<file path="src/rtl/code_round_ctrl.sv">
// code_round_ctrl: round sequencer for the code-breaking game.
// Collects four keypad digits, hands the guess to the comparator, tallies
// attempts on the LED bar and declares win/loss with a speaker trigger.
module code_round_ctrl #(
  parameter int MAX_ATTEMPTS = 8,
  parameter int CMP_TIMEOUT  = 15
) (
  input  logic        clk,
  input  logic        rst_n,
  input  logic        key_valid,
  input  logic [3:0]  key_code,
  input  logic        send,
  input  logic        new_game,
  input  logic        cmp_valid,
  input  logic [2:0]  num_correct,
  output logic [15:0] guess,
  output logic [2:0]  digit_cnt,
  output logic        cmp_start,
  output logic [2:0]  last_score,
  output logic [7:0]  attempt_led,
  output logic        win,
  output logic        lose,
  output logic        snd_trig,
  output logic        entry_err
);
  typedef enum logic [2:0] {S_ENTRY, S_WAIT, S_JUDGE, S_WON, S_LOST} state_t;

  localparam logic [3:0] MAX_A    = 4'(MAX_ATTEMPTS);
  localparam logic [7:0] TMO_LAST = 8'(CMP_TIMEOUT - 1);

  state_t      state, state_nx;
  logic [3:0]  att_cnt, att_nx;
  logic [7:0]  tmo_cnt, tmo_nx;
  logic [15:0] guess_nx;
  logic [2:0]  dcnt_nx, score_nx;
  logic [7:0]  led_nx;
  logic        start_nx, win_nx, lose_nx, snd_nx, err_nx;

  // Register every output alongside the state so nothing downstream sees comb logic.
  always_ff @(posedge clk or negedge rst_n) begin
    if (!rst_n) begin
      state       <= S_ENTRY;
      att_cnt     <= '0;
      tmo_cnt     <= '0;
      guess       <= '0;
      digit_cnt   <= '0;
      cmp_start   <= 1'b0;
      last_score  <= '0;
      attempt_led <= '0;
      win         <= 1'b0;
      lose        <= 1'b0;
      snd_trig    <= 1'b0;
      entry_err   <= 1'b0;
    end else begin
      state       <= state_nx;
      att_cnt     <= att_nx;
      tmo_cnt     <= tmo_nx;
      guess       <= guess_nx;
      digit_cnt   <= dcnt_nx;
      cmp_start   <= start_nx;
      last_score  <= score_nx;
      attempt_led <= led_nx;
      win         <= win_nx;
      lose        <= lose_nx;
      snd_trig    <= snd_nx;
      entry_err   <= err_nx;
    end
  end

  // Next-state and next-output decode; strobes default low, levels hold.
  always_comb begin
    state_nx = state;
    att_nx   = att_cnt;
    tmo_nx   = tmo_cnt;
    guess_nx = guess;
    dcnt_nx  = digit_cnt;
    start_nx = 1'b0;
    score_nx = last_score;
    led_nx   = attempt_led;
    win_nx   = win;
    lose_nx  = lose;
    snd_nx   = 1'b0;
    err_nx   = 1'b0;
    if (new_game) begin
      state_nx = S_ENTRY;
      att_nx   = '0;
      tmo_nx   = '0;
      guess_nx = '0;
      dcnt_nx  = '0;
      score_nx = '0;
      led_nx   = '0;
      win_nx   = 1'b0;
      lose_nx  = 1'b0;
    end else begin
      case (state)
        S_ENTRY: begin
          // send outranks a coincident key, judged on the pre-edge count
          if (send) begin
            if (digit_cnt == 3'd4) begin
              state_nx = S_WAIT;
              start_nx = 1'b1;
              tmo_nx   = '0;
            end else begin
              err_nx = 1'b1;
            end
          end else if (key_valid) begin
            if (key_code <= 4'd9) begin
              if (digit_cnt < 3'd4) begin
                guess_nx = {guess[11:0], key_code};
                dcnt_nx  = digit_cnt + 3'd1;
              end
            end else if (key_code == 4'hE) begin
              if (digit_cnt != 3'd0) begin
                guess_nx = guess >> 4;
                dcnt_nx  = digit_cnt - 3'd1;
              end
            end else if (key_code == 4'hF) begin
              guess_nx = '0;
              dcnt_nx  = '0;
            end
          end
        end
        S_WAIT: begin
          // a result on the timeout edge still counts
          if (cmp_valid) begin
            score_nx = (num_correct > 3'd4) ? 3'd0 : num_correct;
            state_nx = S_JUDGE;
          end else if (tmo_cnt == TMO_LAST) begin
            tmo_nx   = tmo_cnt + 8'd1;
            state_nx = S_ENTRY;
            err_nx   = 1'b1;
          end else begin
            tmo_nx = tmo_cnt + 8'd1;
          end
        end
        S_JUDGE: begin
          att_nx = att_cnt + 4'd1;
          led_nx = {attempt_led[6:0], 1'b1};
          if (last_score == 3'd4) begin
            state_nx = S_WON;
            win_nx   = 1'b1;
            snd_nx   = 1'b1;
          end else if (att_cnt + 4'd1 == MAX_A) begin
            state_nx = S_LOST;
            lose_nx  = 1'b1;
            snd_nx   = 1'b1;
          end else begin
            state_nx = S_ENTRY;
            guess_nx = '0;
            dcnt_nx  = '0;
          end
        end
        default: ; // WON / LOST hold until new_game
      endcase
    end
  end
endmodule

</file>
<file path="config.mk">
export PLATFORM = sky130hd
export DESIGN_NAME = code_round_ctrl
export DESIGN_NICKNAME = d
export VERILOG_FILES = /design/src/rtl/code_round_ctrl.sv
export SDC_FILE = /design/constraint.sdc
export NUM_CORES = 1
export LEC_CHECK = 0
export ABC_AREA = 0
export CAP_MARGIN = 20
export CORE_UTILIZATION = 25
export DETAILED_ROUTE_END_ITERATION = 8
export HOLD_SLACK_MARGIN = 0.1
export PLACE_DENSITY = 0.4
export SETUP_SLACK_MARGIN = 0.1
export SLEW_MARGIN = 15
export SYNTH_ARGS = -nofsm -noshare
export SYNTH_HDL_FRONTEND = slang
export SYNTH_SLANG_ARGS = --single-unit
export TNS_END_PERCENT = 100
</file>
<file path="constraint.sdc">
create_clock -name clk -period 4.5 [get_ports clk]
set_input_delay 0.9 -clock clk [delete_from_list [all_inputs] [get_ports clk]]
set_output_delay 0.9 -clock clk [all_outputs]
set_load 0.01 [all_outputs]
</file>
==> results.md, run 1 <==
- Final worst path period share: 62.2%
- First-pass iteration count of the detailed router: 4
- Post-synth EDFFs: 0
- Post-Route WL: 6350 um
- Post CTS Setup Buffer Count: 0
- Finish-stage setup viols: 0
- Mapped Area: 0.00264 mm2
- Pwr/cell area: 301 mW/mm2
- Hold-fix buffers, CTS: 0
- CTS buffer count: 5
- Post-Syn Instances: 264
- Chip width: 105 um
- Vias per cell: 4.67
- IO Port Bufs: 47
- Critical Path RT: 4.71 ns
- Layout cells sized above 1: 12.6%
- Die height: 105 um
- Mapped Avg Cell Area: 9.99 um2
- Area delta synth->final: 25.4%
- Crit. End Element: register
- Most common cell in the netlist: dfrtp_1
- Die Area: 0.0110 mm2
- Clock sinks: 50
- Placed insts: 436
- Startpoint Class: input port
- Final Max Tran Viols: 0
- Yosys warnings: 0
- Post-synthesis async set-or-reset flop share: 100%
- Setup TNS: 0 ns
- Synth top area share: 47.5%
- WL/cell: 14.3 um
- Starting density of the core: 25.7%
- Post-synth top area cell: dfrtp_1
- Synth Flop Type: dfrtp_1
- Rows: 37
- Hpwl dp: 4220 um
- Fill cell count: 1,104
- Post-route cell area: 0.00331 mm2
- Iteration-0 DRC Markers: 77
- Max cap viols: 0
- Worst-path clk slew: 0.11 ns
- Ant. Diodes: 0
- GR Overflow Total: 0
- CP Class: in2reg
- H-tree Lvls: 2
- Layout Skew: 0.00796 ns
- Worst EP arrival: 3.01 ns
- CTS max path bufs: 2
- CTS Root Cell: clkbuf_8
- Maximum clock rate: 357 MHz
- CP Max Fanout: 14
- CTS tree: yes
- Initial antenna violation count: 0
- Routed Antenna Nets: 0
- Area of the multi-input gates: 0.00125 mm2
- Area post-placement: 0.00321 mm2
- Slew HR: 54.9%
- Via count: 2,077
- DRC errors left: 0
- Cts repair resizes: 0
- Reg area: 0.00125 mm2
- Later-pin clock latency in the skew report: 0.31 ns
- All-layer global routing usage: 12.0%
- Outcome: complete, no violations
- Fin. Hold Viols: 0
- Part of the Yosys area used for sequential elements: 47.5%
- Min-Delay Path Class: reg2reg
- Core ar.: 0.0103 mm2
- Synth top area cells: dfrtp_1 (47%), mux2_4 (5.1%), a21oi_1 (4.2%)
- Syn Nets: 283
- First-pass GRT wire length: 10,600 um
- Net count, final: 327
- Pleak: 0.00141 uW
- Number of library cell types mapped by synthesis: 49
- RSZ-0062 raised after global routing: false
- Commonest cells post-synth: dfrtp_1 (50), nor2_1 (29), nand2_1 (27), a21oi_1 (22), o21ai_0 (13)
- Gpl congestion: 0.710
- VDD IR max: 0.000111 V
- Finished Layout Cells: 445
- Maximum number of pins on one net before global-route repair: 51
- Min Tclk post-route: 2.80 ns
- Worst-Margin Slew: 0.676 ns
- Synthesized flop and latch total: 50
- Vias in the first global route: 2,055
- IO Count: 48
==> cell type report <==
cell class | instances | area share, %
Clock buffer | 5 | 2.08
Clock inverter | 3 | 0.757
Inverter | 9 | 1.02
Multi-Input combinational cell | 189 | 37.8
Sequential cell | 50 | 37.9
Tap cell | 136 | 5.15
Timing Repair Buffer | 53 | 15.4
==> through the flow <==
stage / hold WS (ns) / util [%] / worst slack [ns] / power (uW)
4_1_cts: 0.532 / 32.1 / 1.70 / 1010
6_report: 0.522 / 32.2 / 1.70 / 994
5_1_grt: 0.561 / 32.2 / 1.60 / 1050
3_3_place_gp: 0.507 / 31.2 / 1.37 / 717
3_5_place_dp: 0.520 / 31.2 / 1.35 / 717
2_1_floorplan: 0.465 / - / 2.15 / 639
==> worst paths after layout <==
path                            startpoint         end  slack, ns  cells past startpoint
worst max register to register    state[1]   guess[13]       1.97                      6
min in group asynchronous            rst_n  tmo_cnt[2]       0.70                      2
max in group asynchronous            rst_n    guess[5]       3.34                      2
worst min-delay path            tmo_cnt[2]  tmo_cnt[2]       0.52                      1
worst min register to register  tmo_cnt[2]  tmo_cnt[2]       0.52                      1
worst max-delay path              new_game    state[0]       1.70                      5
==> layer usage <==
metal  global-route usage (%)  part of all wire (%)
met3                     2.50                   3.3
met5                        0                     0
met1                     16.9                    50
met2                     18.8                    46
met4                     3.12                  0.22
==> where the power goes <==
part           internal, uW  switching (uW)  total (uW)
combinational           103             110         213
clock                   113             174         287
sequential              469            25.3         494
total                   685             309         994
==> cells by family (layout without fill, tap and decap cells) <==
logic type	after synthesis	after routing	share of synthesized area, %
buf+inv	25	70	5.17
xor+xnor	3	3	0.997
fa+ha+maj	6	6	2.85
compound gates	59	59	14.1
simple gates	102	102	20.0
mux	19	19	9.35
flops	50	50	47.5
==> critical path, stage by stage <==
cell             delay [ns]
clkdlybuf4s50_1        0.70
or4b_4                 0.66
or2_4                  0.26
o21a_1                 0.19
a2111oi_2              0.29
==> cells in the final DEF, fill, tap and decap left out, drive strengths merged, types with 5 or more instances in the layout <==
master and count:
inv 10, nand2 27, clkdlybuf4s50 46, a22oi 9
mux2 18, clkbuf 6, dfrtp 50, or3 5
ha 6, a21oi 22, o21ai 14, buf 6
nand3 5, nor3 5, nor2 29, and3 7
==> flip-flops by register name, indices dropped and copies added, names as in the netlist <==
name,cells
guess,16
attempt_led,8
tmo_cnt,8
att_cnt,4
digit_cnt,3
last_score,3
state,3
cmp_start,1
entry_err,1
lose,1
snd_trig,1
win,1
Power figures use the tool's default switching activity.
==> run 2, diff against run 1 <==
Clock period 4.5 ns to 2.9 ns, I/O delays scaled along.
==> run 2 against run 1 <==
Power grew 54%. Cell area grew 1.2%. Routed wire length grew 1.1%. Setup slack lost 1.1 ns. Utilization grew 0.40 points. Hold slack lost 0.13 ns. First-iteration DRC count is the same. Combinational power grew 62%.
==> results.md, run 2 (synthesis results as in run 1) <==
- Outcome: complete, no violations
- Initial antenna violation count: 0 (unchanged)
- Setup TNS: 0 ns (unchanged)
- Via count: 2,081 (+0.19%)
- Starting density of the core: 25.7% (unchanged)
- Grt peak-use layer: met2
- H-tree Lvls: 2 (unchanged)
- Crit-path cells: clkdlybuf4s50_1, or4b_4, or2_4, o21a_1, a2111oi_2
- FF-to-FF setup slack: 0.75 ns (-1.22 ns)
- CP Class: in2reg
- First-pass iteration count of the detailed router: 4 (unchanged)
- Iteration-0 DRC Markers: 77 (unchanged)
- CP Launch Point: new_game
- Top Registers: guess: 16 flops, attempt_led: 8 flops, tmo_cnt: 8 flops
- Worst reg2reg path depth: 6 (unchanged)
- Internal Pwr Total: 1070 uW (+56%)
- Commonest non-fill, non-tap cells in the layout: dfrtp_1 (50), clkdlybuf4s50_1 (46), nor2_1 (29)
- Hpwl dp: 4390 um (+4.0%)
- Pwr/cell area: 459 mW/mm2 (+52%)
- Vias per cell: 4.63 (-0.70%)
- Min Tclk post-route: 2.28 ns
- Routing usage on met3: 2.99% (+0.50 points)
- CP delay by family, top: simple AND/OR/NAND/NOR gates
- CP bufs+invs: 1 (unchanged)
- Cts repair resizes: 0 (unchanged)
- Final Max Tran Viols: 0 (unchanged)
- Rows: 37 (unchanged)
- Hold-fix buffers, CTS: 0 (unchanged)
- Min-Delay Path Class: in2async
- GR Overflow Total: 0 (unchanged)
- Clock sinks: 50 (unchanged)
- Finished Layout Cells: 449 (+0.90%)
- Grt met2 use: 19.2% (+0.38 points)
- Critical Path Stages: 5 (unchanged)
- Maximum number of pins on one net before global-route repair: 51 (unchanged)
- Critical-path top delay cell: or4b_4
- VDD IR max: 0.000181 V (+64%)
- Pleak: 0.00143 uW (+1.7%)
- Maximum clock rate: 438 MHz
- Worst EP arrival: 2.49 ns (-0.52 ns)
- Clk pwr share: 27.7% (-1.2 points)
- Final worst path period share: 78.7%
- Routed Antenna Nets: 0 (unchanged)
- Vias in the first global route: 2,048 (-0.34%)
- First-pass GRT wire length: 10,900 um (+2.9%)
- IO Port Bufs: 47 (unchanged)
- Placed insts: 441 (+1.1%)
- Worst-Margin Slew: 0.676 ns (-0.000396 ns)
- Post-route cell area: 0.00335 mm2 (+1.2%)
- CP Max Fanout: 9 (-5)
- Max reg flops: 16 (unchanged)
- Die height: 105 um (unchanged)
- Net Switching: 465 uW (+50%)
- IO Count: 48 (unchanged)
- Fin. Hold Viols: 0 (unchanged)
- Gpl congestion: 0.701 (-1.2%)
- DRC errors left: 0 (unchanged)
- Slew HR: 54.9% (about the same)
- Post-Route WL: 6420 um (+1.1%)
- Die Area: 0.0110 mm2 (unchanged)
- WL/cell: 14.3 um (+0.23%)
- Max incr delay on CP: 0.59 ns (-0.11 ns)
- Crit. End Element: register
- Post CTS Setup Buffer Count: 0 (unchanged)
- Gate power share: 22.4% (+1.0 points)
- Startpoint Class: input port
- Commonest non-fill, non-tap cell in the layout: dfrtp_1
- Top reg by flops: guess
- Worst-path clk slew: 0.10 ns (about the same)
- RSZ-0062 raised after global routing: false
- Met1 Use GR: 17.7% (+0.87 points)
- Layout cells sized above 1: 13.7% (+1.1 points)
- CTS tree: yes
- Fill cell count: 1,094 (-0.91%)
- Worst flop-to-flop path startpoint: state[1]
- Core ar.: 0.0103 mm2 (unchanged)
- All-layer global routing usage: 12.5% (+0.47 points)
- Max cap viols: 0 (unchanged)
- Later-pin clock latency in the skew report: 0.31 ns (about the same)
- Area post-placement: 0.00326 mm2 (+1.6%)
- CTS buffer count: 5 (unchanged)
- Layout Skew: 0.0133 ns (+0.00537 ns)
- Ant. Diodes: 0 (unchanged)
- Net count, final: 331 (+1.2%)
- Seq pwr share: 49.9% (+0.2 points)
- Area delta synth->final: 27.0%
- Chip width: 105 um (unchanged)
- Sw Share: 30.3% (-0.81 points)
- RR Endpoint: digit_cnt[1]
- Finish-stage setup viols: 0 (unchanged)
- CTS Root Cell: clkbuf_8
- CTS max path bufs: 2 (unchanged)
- Critical Path RT: 3.11 ns (-1.60 ns)
run 2: worst reg2reg max path: cells and delay by family, from the launching register on:
kind                   cells  cell delay [ns]
and+or+nand+nor            2             0.62
buffers and inverters      1             0.18
AOI/OAI and AO/OA          2             0.34
DFF                        1             0.55
muxes                      1             0.36
run 2: per-stage QoR:
| step | util (%) | setup slack (ns) | hold WS, ns | total power, uW |
|---|---|---|---|---|
| floorplan | - | 0.852 | 0.284 | 991 |
| global placement | 31.7 | 0.289 | 0.505 | 1130 |
| detailed placement | 31.7 | 0.293 | 0.513 | 1130 |
| CTS | 32.6 | 0.626 | 0.419 | 1570 |
| global route | 32.6 | 0.560 | 0.441 | 1640 |
| finish | 32.6 | 0.617 | 0.391 | 1530 |
run 2: worst max path at each step:
stage,endpoint,slack [ns]
floorplan,guess[10],0.85
global placement,guess[7],0.29
detailed placement,guess[4],0.29
CTS,state[0],0.63
global route,guess[8],0.56
finish,state[0],0.62
run 2: per-layer routing:
metal	routed length, um	vias to the layer above	share of wire (%)
li1	-	1030	-
met1	3160	1020	49
met2	3050	27	47
met3	154	4	2.4
met4	51	0	0.79
met5	0	-	0
run 2: power by group through the flow:
stage	Combinational, uW	Clock [uW]	Sequential (uW)
final	344	425	766
after detailed placement	347	0	782
after global routing	380	489	774
after floorplan	212	0	780
after global placement	348	0	782
after CTS	349	449	769
run 2: final cells by class:
| cell class | count | area [um2] | share of cell area [%] |
|---|---|---|---|
| clock buffers | 5 | 68.8 | 2.06 |
| repair buffers | 57 | 553 | 16.5 |
| well taps | 136 | 170 | 5.08 |
| inverters | 9 | 33.8 | 1.01 |
| clock inverters | 3 | 21.3 | 0.636 |
| flip-flops and latches | 50 | 1250 | 37.4 |
| multi-input cells | 189 | 1250 | 37.3 |
